## config.mk

```make
export PLATFORM = sky130hd
export DESIGN_NAME = fft_result_streamer
export DESIGN_NICKNAME = d
export VERILOG_FILES = /design/src/rtl/fft_pkg.sv /design/src/rtl/fft_result_streamer.sv
export SDC_FILE = /design/constraint.sdc
export NUM_CORES = 1
export LEC_CHECK = 0
export BUFFER_PORTS_ARGS = -buffer_cell sky130_fd_sc_hd__buf_2
export CORE_MARGIN = 2
export CORE_UTILIZATION = 45
export CTS_CLUSTER_DIAMETER = 40
export CTS_CLUSTER_SIZE = 20
export DETAILED_ROUTE_END_ITERATION = 12
export HOLD_SLACK_MARGIN = 0.08
export PLACE_DENSITY = 0.69
export SLEW_MARGIN = 20
export SYNTH_ARGS = -nofsm -noshare
export SYNTH_HDL_FRONTEND = slang
export SYNTH_SLANG_ARGS = --single-unit
```

## constraint.sdc

```tcl
create_clock -name clk -period 8.51 [get_ports clk]
set_input_delay 0.851 -clock clk [delete_from_list [all_inputs] [get_ports clk]]
set_output_delay 0.851 -clock clk [all_outputs]
set_load 0.02 [all_outputs]
```

## src/rtl/fft_pkg.sv

```systemverilog
// Shared FFT constants, the streamer state encoding and the bit-reverse index helper
// used by both the butterfly stages and the result streamer.
package fft_pkg;

  localparam int FFT_N      = 16;
  localparam int FFT_DATA_W = 16;
  localparam int FFT_ADDR_W = 4;

  typedef enum logic [0:0] {
    IDLE   = 1'b0,
    STREAM = 1'b1
  } state_t;

  function automatic logic [FFT_ADDR_W-1:0] bitrev(input logic [FFT_ADDR_W-1:0] idx);
    logic [FFT_ADDR_W-1:0] r;
    r = {FFT_ADDR_W{1'b0}};
    for (int b = 0; b < FFT_ADDR_W; b++) begin
      r[b] = idx[FFT_ADDR_W-1-b];
    end
    return r;
  endfunction

endpackage

```

## src/rtl/fft_result_streamer.sv

```systemverilog
// Parallel-in/serial-out FFT result buffer: captures a whole frame in one cycle and
// drains it one word per accepted valid/ready beat, optionally in bit-reversed order.
module fft_result_streamer
  import fft_pkg::*;
#(
  parameter int DATA_W  = FFT_DATA_W,
  parameter int N       = FFT_N,
  parameter int ADDR_W  = FFT_ADDR_W,
  parameter bit BIT_REV = 1'b1
) (
  input  logic                clk,
  input  logic                rst,
  input  logic                load,
  input  logic [N*DATA_W-1:0] din_flat,
  input  logic                out_ready,
  output logic                out_valid,
  output logic [DATA_W-1:0]   out_data,
  output logic [ADDR_W-1:0]   out_addr,
  output logic                out_last,
  output logic                busy,
  output logic                done,
  output logic                load_err
);

  localparam logic [ADDR_W-1:0] ZERO     = {ADDR_W{1'b0}};
  localparam logic [ADDR_W-1:0] ONE      = ADDR_W'(1);
  localparam logic [ADDR_W-1:0] LAST_IDX = ADDR_W'(N - 1);

  // Beat k reads source word map(k); bit reversal restores natural frequency order.
  function automatic logic [ADDR_W-1:0] map_idx(input logic [ADDR_W-1:0] k);
    logic [ADDR_W-1:0] r;
    r = k;
    if (BIT_REV) begin
      for (int b = 0; b < ADDR_W; b++) begin
        r[b] = k[ADDR_W-1-b];
      end
    end else begin
      r = k;
    end
    return r;
  endfunction

  state_t              state, state_next;
  logic [ADDR_W-1:0]   cnt, cnt_next, cnt_inc, rd_idx, first_idx;
  logic [DATA_W-1:0]   buffer [N];
  logic                buf_we;
  logic                valid_next, last_next, busy_next, done_next, err_next;
  logic [DATA_W-1:0]   data_next;
  logic [ADDR_W-1:0]   addr_next;

  assign cnt_inc   = cnt + ONE;
  assign rd_idx    = map_idx(cnt_inc);
  assign first_idx = map_idx(ZERO);

  always_ff @(posedge clk or posedge rst) begin
    if (rst) begin
      state <= IDLE;
    end else begin
      state <= state_next;
    end
  end

  // Next-state and next registered-output logic; every output is registered below.
  always_comb begin
    state_next = state;
    cnt_next   = cnt;
    valid_next = out_valid;
    data_next  = out_data;
    addr_next  = out_addr;
    last_next  = out_last;
    busy_next  = busy;
    done_next  = 1'b0;
    err_next   = 1'b0;
    buf_we     = 1'b0;
    case (state)
      IDLE: begin
        if (load) begin
          state_next = STREAM;
          cnt_next   = ZERO;
          buf_we     = 1'b1;
          valid_next = 1'b1;
          busy_next  = 1'b1;
          addr_next  = first_idx;
          data_next  = din_flat[int'(first_idx)*DATA_W +: DATA_W];
          last_next  = (ZERO == LAST_IDX);
        end else begin
          state_next = IDLE;
        end
      end
      STREAM: begin
        err_next = load;
        if (out_valid && out_ready) begin
          if (cnt == LAST_IDX) begin
            state_next = IDLE;
            cnt_next   = ZERO;
            valid_next = 1'b0;
            busy_next  = 1'b0;
            last_next  = 1'b0;
            done_next  = 1'b1;
          end else begin
            cnt_next  = cnt_inc;
            addr_next = rd_idx;
            data_next = buffer[rd_idx];
            last_next = (cnt_inc == LAST_IDX);
          end
        end else begin
          state_next = STREAM;
        end
      end
      default: begin
        state_next = IDLE;
        cnt_next   = ZERO;
        valid_next = 1'b0;
        busy_next  = 1'b0;
        last_next  = 1'b0;
      end
    endcase
  end

  always_ff @(posedge clk or posedge rst) begin
    if (rst) begin
      cnt       <= ZERO;
      out_valid <= 1'b0;
      out_data  <= {DATA_W{1'b0}};
      out_addr  <= ZERO;
      out_last  <= 1'b0;
      busy      <= 1'b0;
      done      <= 1'b0;
      load_err  <= 1'b0;
    end else begin
      cnt       <= cnt_next;
      out_valid <= valid_next;
      out_data  <= data_next;
      out_addr  <= addr_next;
      out_last  <= last_next;
      busy      <= busy_next;
      done      <= done_next;
      load_err  <= err_next;
    end
  end

  // Frame storage needs no reset: contents are only read after a capture.
  always_ff @(posedge clk) begin
    if (buf_we) begin
      for (int i = 0; i < N; i++) begin
        buffer[i] <= din_flat[i*DATA_W +: DATA_W];
      end
    end
  end

endmodule

```

==> flow_summary.json, run 1 <==
{
  "area_growth_pct": 27.2,
  "worstPathArrival_ns": 4.37,
  "drt_wl_total_um": 28100,
  "h-tree-depth": 2,
  "ant_nets": 0,
  "io_pins": 285,
  "port_buffers": 284,
  "grt_overflow": 0,
  "avgSynthCellArea_um2": 16.8,
  "startpoint": "cnt[2]",
  "clock_path_buffers": 3,
  "gp_congestion": 0.889,
  "cp-end-kind": "flip-flop",
  "syn-instance-count": 664,
  "fin_crit_sh_pct": 46.3,
  "critPathKind": "reg2reg",
  "numCtsBuffers": 37,
  "cts_resized": 0,
  "place_inst": 1245,
  "rr_startpoint": "cnt[2]",
  "instances_no_fill": 1321,
  "detail_route.vias_per_cell": 5.30,
  "drt_iter0_drc": 683,
  "syn_area_mm2": 0.0112,
  "grt_use_total_pct": 21.7,
  "drv_slew": 0,
  "wire_per_inst_um": 21.2,
  "syn_nets": 926,
  "start_kind": "flip-flop",
  "min_period_ns": 3.94,
  "clock_skew_ns": 0.0201,
  "clk_pin_slew_ns": 0.06,
  "tns_ns": 0,
  "drive_above_1_share_pct": 39.5,
  "num_rows": 57,
  "initial_core_util_pct": 45.9,
  "cts_tree": "yes",
  "first_pass_iters": 5,
  "yosys.area.top_type": "edfxtp_1",
  "peakVddDrop_mv": 0.178,
  "grt_first_pass_wirelength_um": 41600,
  "ys_seq_elements": 285,
  "drc": 0,
  "outcome": "completed",
  "yosysWarnings": 0,
  "drv_cap": 0,
  "die_h_um": 161,
  "rsz0062_at_grt": "false",
  "layout_setup_ws_ns": 4.57,
  "yosysTopAreaCellShare_pct": 68.9,
  "cp_max_fo": 66,
  "fp.dieArea_mm2": 0.0261,
  "cts_setup_buffers": 0,
  "dp_hpwl_um": 19500,
  "num_vias": 6996,
  "cts_hold_buffers": 0,
  "power_leakage_nw": 5.36,
  "ys_types": 45,
  "core_mm2": 0.0243,
  "synth_area_leaders": "edfxtp_1, dfrtp_1, mux4_2, nand2_1, mux2i_1",
  "slew_headroom_pct": 27.9,
  "max_slew.worst_pin.slew_ns": 1.08,
  "final-hold-violation-count": 0,
  "die_w_um": 161,
  "finalNetCount": 1222,
  "finalSetupViolCount": 0,
  "yosysSeqAreaShare_pct": 75.4,
  "clock_sinks": 285,
  "fmax_mhz": 254,
  "grt_pass1_vias": 7237,
  "fin_total_pwr_mw": 4.72,
  "grt_max_degree": 107,
  "required_ns": 8.94,
  "powerDensity_mw_per_mm2": 333,
  "antenna_found_initial": 10,
  "insertion_delay_ns": 0.52,
  "hold_class": "in2async",
  "cts_root_buf": "clkbuf_16",
  "pre_cts_slack_ns": 4.49
}
placed cells by master (no fill, tap or decap), types with 3 or more instances in the layout:
master,netlist,routed
nor3_1,13,13
nand2_1,96,96
a31oi_1,22,22
mux2i_1,21,21
bufinv_16,0,5
buf_4,4,8
mux4_1,5,5
buf_2,9,284
dfrtp_1,29,29
clkinv_2,0,6
a22oi_1,3,3
nand4_1,10,10
xnor2_1,3,3
clkinv_1,0,5
clkinvlp_4,0,5
nor4_1,10,10
a32oi_1,10,10
nand3_1,41,41
o211ai_1,3,3
o21ai_0,10,10
nor2_1,27,27
inv_1,6,5
diode_2,0,8
edfxtp_1,256,256
o22ai_1,10,10
clkbuf_16,0,39
mux4_2,29,29
clkinv_4,0,3
power breakdown:
| part | switching, mW | internal, mW | total (mW) | leakage (nW) |
|---|---|---|---|---|
| Clock | 0.599 | 0.996 | 1.59 | 0.620 |
| Sequential | 0.0895 | 1.62 | 1.71 | 2.64 |
| Combinational | 0.870 | 0.543 | 1.41 | 2.10 |
synthesized netlist by cell type, drive strengths merged:
cell type	n
edfxtp	256
nand2	96
nand3	42
mux4	34
dfrtp	29
nor2	27
a31oi	22
mux2i	21
buf	20
clkbuf	15
nor3	13
a32oi	10
nand4	10
nor4	10
o21ai	10
o22ai	10
inv	7
xnor2	5
a221oi	3
a22oi	3
o211ai	3
a311oi	2
and2	2
ha	2
nand3b	2
o221ai	2
a21oi	1
a41oi	1
and3	1
mux2	1
nor2b	1
o2111a	1
o22a	1
xor2	1
layer usage:
metal | GRT usage [%] | vias to the layer above | part of all wire, %
met3 | 5.47 | 80 | 6.9
met5 | 0 | - | 0.096
met1 | 27.5 | 3380 | 39
li1 | - | 3231 | -
met4 | 10.6 | 4 | 5.0
met2 | 35.2 | 301 | 49
flip-flops by register name, indices dropped and copies added (netlist names):
signal and count:
buffer 256, out_last 1, done 1, out_data 16, load_err 1, state 1
busy 1, out_addr 4, cnt 4
cell families (layout without fill, tap and decap cells):
logic type               count (synthesis)  after routing  share of synthesized area (%)
flip-flops                             285            285                           75.4
AND/OR/NAND/NOR                        204            204                           8.20
AO/OA/AOI/OAI                           69             69                           4.34
multiplexers                            56             56                           9.02
buffers and inverters                   42            367                           2.05
XOR/XNOR                                 6              6                          0.707
adder cells (fa/ha/maj)                  2              2                          0.224
other                                    0              8                              0
cell type report:
| type | instances | area [um2] |
|---|---|---|
| diodes | 8 | 20.0 |
| flip-flops and latches | 285 | 8410 |
| clock buffers | 40 | 980 |
| multi-input cells | 337 | 2540 |
| well taps | 324 | 405 |
| inverters | 7 | 33.8 |
| repair buffers | 292 | 1480 |
| clock inverters | 28 | 313 |
| fillers | 1892 | 10100 |
final timing paths:
check                      slack (ns)           end  cells after the start
min in group clk                 0.48   out_addr[3]                      2
min                              0.45   out_data[9]                      3
max reg2reg                      4.57  out_data[11]                      8
min reg2reg                      0.48   out_addr[3]                      2
max                              4.57  out_data[11]                      8
max in group asynchronous        7.72         state                      3
per-stage QoR:
step / hold slack (ns) / util (%) / instance area [um2]
5_1_grt: 0.480 / 58.3 / 14200
3_5_place_dp: 0.466 / 52.9 / 12900
3_3_place_gp: 0.459 / 52.9 / 12900
4_1_cts: 0.451 / 58.2 / 14200
6_report: 0.452 / 58.3 / 14200
2_1_floorplan: 0.565 / - / 11200
worst max-delay path, cell delays in order (launching register included):
cell	delay (ns)
dfrtp_1	0.83
nand3_4	0.22
xnor2_4	0.44
buf_4	0.41
buf_4	0.75
mux2i_1	0.21
a32oi_1	0.39
a31oi_1	0.25
nor4_1	0.30
(Power assumes the default switching activity.)
==> inputs of run 2 (changes only) <==
--- a/config.mk
+++ b/config.mk
@@ -5,6 +5,7 @@
 export SDC_FILE = /design/constraint.sdc
 export NUM_CORES = 1
 export LEC_CHECK = 0
+export ABC_AREA = 1
 export BUFFER_PORTS_ARGS = -buffer_cell sky130_fd_sc_hd__buf_2
 export CORE_MARGIN = 2
 export CORE_UTILIZATION = 45
@@ -12,7 +13,7 @@
 export CTS_CLUSTER_SIZE = 20
 export DETAILED_ROUTE_END_ITERATION = 12
 export HOLD_SLACK_MARGIN = 0.08
-export PLACE_DENSITY = 0.69
+export PLACE_DENSITY = 0.71
 export SLEW_MARGIN = 20
 export SYNTH_ARGS = -nofsm -noshare
 export SYNTH_HDL_FRONTEND = slang
==> constraint.sdc (replaced) <==
create_clock -name clk -period 3.22 [get_ports clk]
set_input_delay 0.322 -clock clk [delete_from_list [all_inputs] [get_ports clk]]
set_output_delay 0.322 -clock clk [all_outputs]
set_load 0.02 [all_outputs]
==> flow_summary.json, run 2 <==
{
  "h-tree-depth": 2,
  "pwr-share-seq_pct": 30.3,
  "gp_congestion": 0.899,
  "synth_compound_area_share_pct": 1.35,
  "cts_root_buf": "clkbuf_16",
  "slew_headroom_pct": 46.7,
  "power_frac_clock_pct": 33.5,
  "finalSetupViolCount": 0,
  "yosys-mux-area-fraction_pct": 0,
  "avgSynthCellArea_um2": 10.3,
  "drt-met1-wl_um": 15200,
  "peakVddDrop_mv": 0.603,
  "drive_above_1_share_pct": 22.0,
  "grt_pass1_vias": 11100,
  "largest_register_ff_count": 256,
  "layout_setup_ws_ns": 0.411,
  "synthAdderAreaFrac_pct": 0.203,
  "final_cell_mix": "nand2_1, buf_2, dlygate4sd3_1, edfxtp_1, inv_1",
  "drv_slew": 0,
  "ys_types": 28,
  "antenna_found_initial": 3,
  "clock_skew_ns": 0.0223,
  "startpoint": "cnt[0]",
  "detail_route.vias_per_cell": 5.12,
  "seq_area_mm2": 0.00841,
  "critPathKind": "reg2reg",
  "num_vias": 10900,
  "multiInputGateArea_mm2": 0.00272,
  "synth_async_sr_flop_share_pct": 10.2,
  "clock_path_buffers": 3,
  "rsz0062_at_grt": "false",
  "drc": 0,
  "fin_total_pwr_mw": 14.6,
  "ys_seq_elements": 285,
  "reg.largest.list": "buffer (256), out_data (16)",
  "yosys.area.top_type": "edfxtp_1",
  "synth_top_family_by_area": "simple AND/OR/NAND/NOR gates",
  "synth-xor-area-share_pct": 0.0710,
  "die_w_um": 170,
  "power_leakage_nw": 8.32,
  "yosysSeqAreaShare_pct": 68.2,
  "cp_max_fo": 53,
  "final_area_mm2": 0.0182,
  "powerDensity_mw_per_mm2": 802,
  "ys_dominant_reg_cell": "edfxtp_1",
  "grt_max_degree": 113,
  "grt_first_pass_wirelength_um": 61500,
  "syn-instance-count": 1193,
  "synth_area_leaders": "edfxtp_1, nand3_1, nand2_1, inv_1, dfrtp_1",
  "port_buffers": 284,
  "yosysWarnings": 0,
  "drt_iter0_drc": 1221,
  "area_growth_pct": 47.6,
  "required_ns": 3.68,
  "core_mm2": 0.0270,
  "max_slew.worst_pin.slew_ns": 0.799,
  "yosysTopAreaCellShare_pct": 62.3,
  "top_register": "buffer",
  "first_pass_iters": 5,
  "io_pins": 285,
  "initial_core_util_pct": 45.8,
  "pre_cts_slack_ns": 0.514,
  "clock_sinks": 285,
  "final_common_cell": "nand2_1",
  "pwr-share-comb_pct": 36.2,
  "met2_length_um": 20300,
  "syn_area_mm2": 0.0123,
  "min_period_ns": 2.81,
  "outcome": "completed",
  "drt_wl_total_um": 41300,
  "clk_pin_slew_ns": 0.05,
  "power.switching_mw": 5.54,
  "dpl_cell_area_mm2": 0.0141,
  "cts_tree": "yes",
  "hp-start": "out_ready",
  "start_kind": "flip-flop",
  "grt_overflow": 0,
  "finalNetCount": 2004,
  "grt_use_total_pct": 28.3,
  "rr_startpoint": "cnt[0]",
  "internal_power_mw": 9.07,
  "fin_crit_sh_pct": 87.2,
  "worstPathArrival_ns": 3.27,
  "cp-end-kind": "flip-flop",
  "final-hold-violation-count": 0,
  "swShare_pct": 37.9,
  "fmax_mhz": 356,
  "wire_per_inst_um": 19.5,
  "yosys.area_share.simple_pct": 20.1,
  "dr_wl_met3_um": 3320,
  "fp.dieArea_mm2": 0.0288,
  "syn_nets": 1455,
  "dp_hpwl_um": 22300,
  "fillCellCount": 1916,
  "synth.most_common_cell": "nand2_1",
  "numCtsBuffers": 43,
  "drv_cap": 0,
  "fin_util_pct": 67.6,
  "highest_layer": "met4",
  "synth-edff-count": 256,
  "num_rows": 60,
  "synth_common_cells": "nand2_1, edfxtp_1, inv_1",
  "insertion_delay_ns": 0.53,
  "ant_nets": 0,
  "die_h_um": 170,
  "hold_class": "in2reg"
}
==> run 2: changes by cell type after synthesis, sizes merged, moves of 21 or more <==
cell   before  now
nand3      42  239
mux4       34    0
mux2i      21    0
a31oi      22    0
inv         7  245
nand2      96  292
buf        20   42
==> run 2: cell type report <==
type / instances / area share [%]
diodes: 5 / 0.0687
flip-flops and latches: 285 / 46.2
repair buffers: 562 / 23.1
inverters: 246 / 5.07
well taps: 341 / 2.34
clock buffers: 52 / 6.49
multi-input cells: 604 / 15.0
clock inverters: 27 / 1.81
==> run 2: final timing paths <==
kind | endpoint | slack [ns] | depth (start not counted)
max in group asynchronous | cnt[0] | 2.04 | 4
min in group asynchronous | out_data[5] | 0.48 | 3
worst min register to register | out_addr[1] | 0.47 | 2
worst max-delay path | out_data[6] | 0.41 | 11
worst max register to register | out_data[6] | 0.41 | 11
worst min-delay path | done | 0.28 | 3
==> run 2: repair_timing <==
action / in CTS / in global routing
hold buffers: 258 / 0
hold endpoints to repair: 272 / 0
gates resized for setup: 0 / 0
setup buffers: 0 / 0
==> run 2: worst max-delay path: stages, from the launching register on <==
cell and delay (ns):
dfrtp_1 0.65, nand3_1 0.16, nand2_1 0.35, nand2_4 0.45
buf_4 0.40, nand2_1 0.14, nand3_1 0.11, nand3_1 0.17
nand3_1 0.09, nand3_1 0.11, nand2_1 0.05, inv_1 0.05
==> run 2: kinds of logic (layout without fill, tap and decap cells) <==
| family | Yosys count | after routing |
|---|---|---|
| other cells | 0 | 5 |
| buf+inv | 304 | 887 |
| simple gates | 571 | 571 |
| flops | 285 | 285 |
| xor+xnor | 1 | 1 |
| fa+ha+maj | 2 | 2 |
| compound gates | 30 | 30 |
==> run 2: power groups by stage <==
stage	registers, mW	logic [mW]	clock network (mW)
6_report	4.43	5.30	4.89
4_1_cts	4.43	5.15	4.88
3_5_place_dp	4.50	4.87	0
2_1_floorplan	4.61	3.24	0
3_3_place_gp	4.49	4.81	0
5_1_grt	4.45	5.77	5.09
==> run 2: metal layers <==
layer / global-route usage, % / up-vias
li1: - / 4971
met1: 34.3 / 5029
met2: 48.0 / 687
met3: 5.34 / 174
met4: 15.8 / 0
met5: 0 / -
==> run 2: metrics by stage <==
stage | hold WS (ns) | std cells | TNS, ns
floorplan | 0.400 | 1193 | -425.62
global placement | 0.462 | 1780 | 0
detailed placement | 0.463 | 1780 | 0
CTS | 0.278 | 2117 | 0
global route | 0.349 | 2120 | 0
finish | 0.284 | 2122 | 0
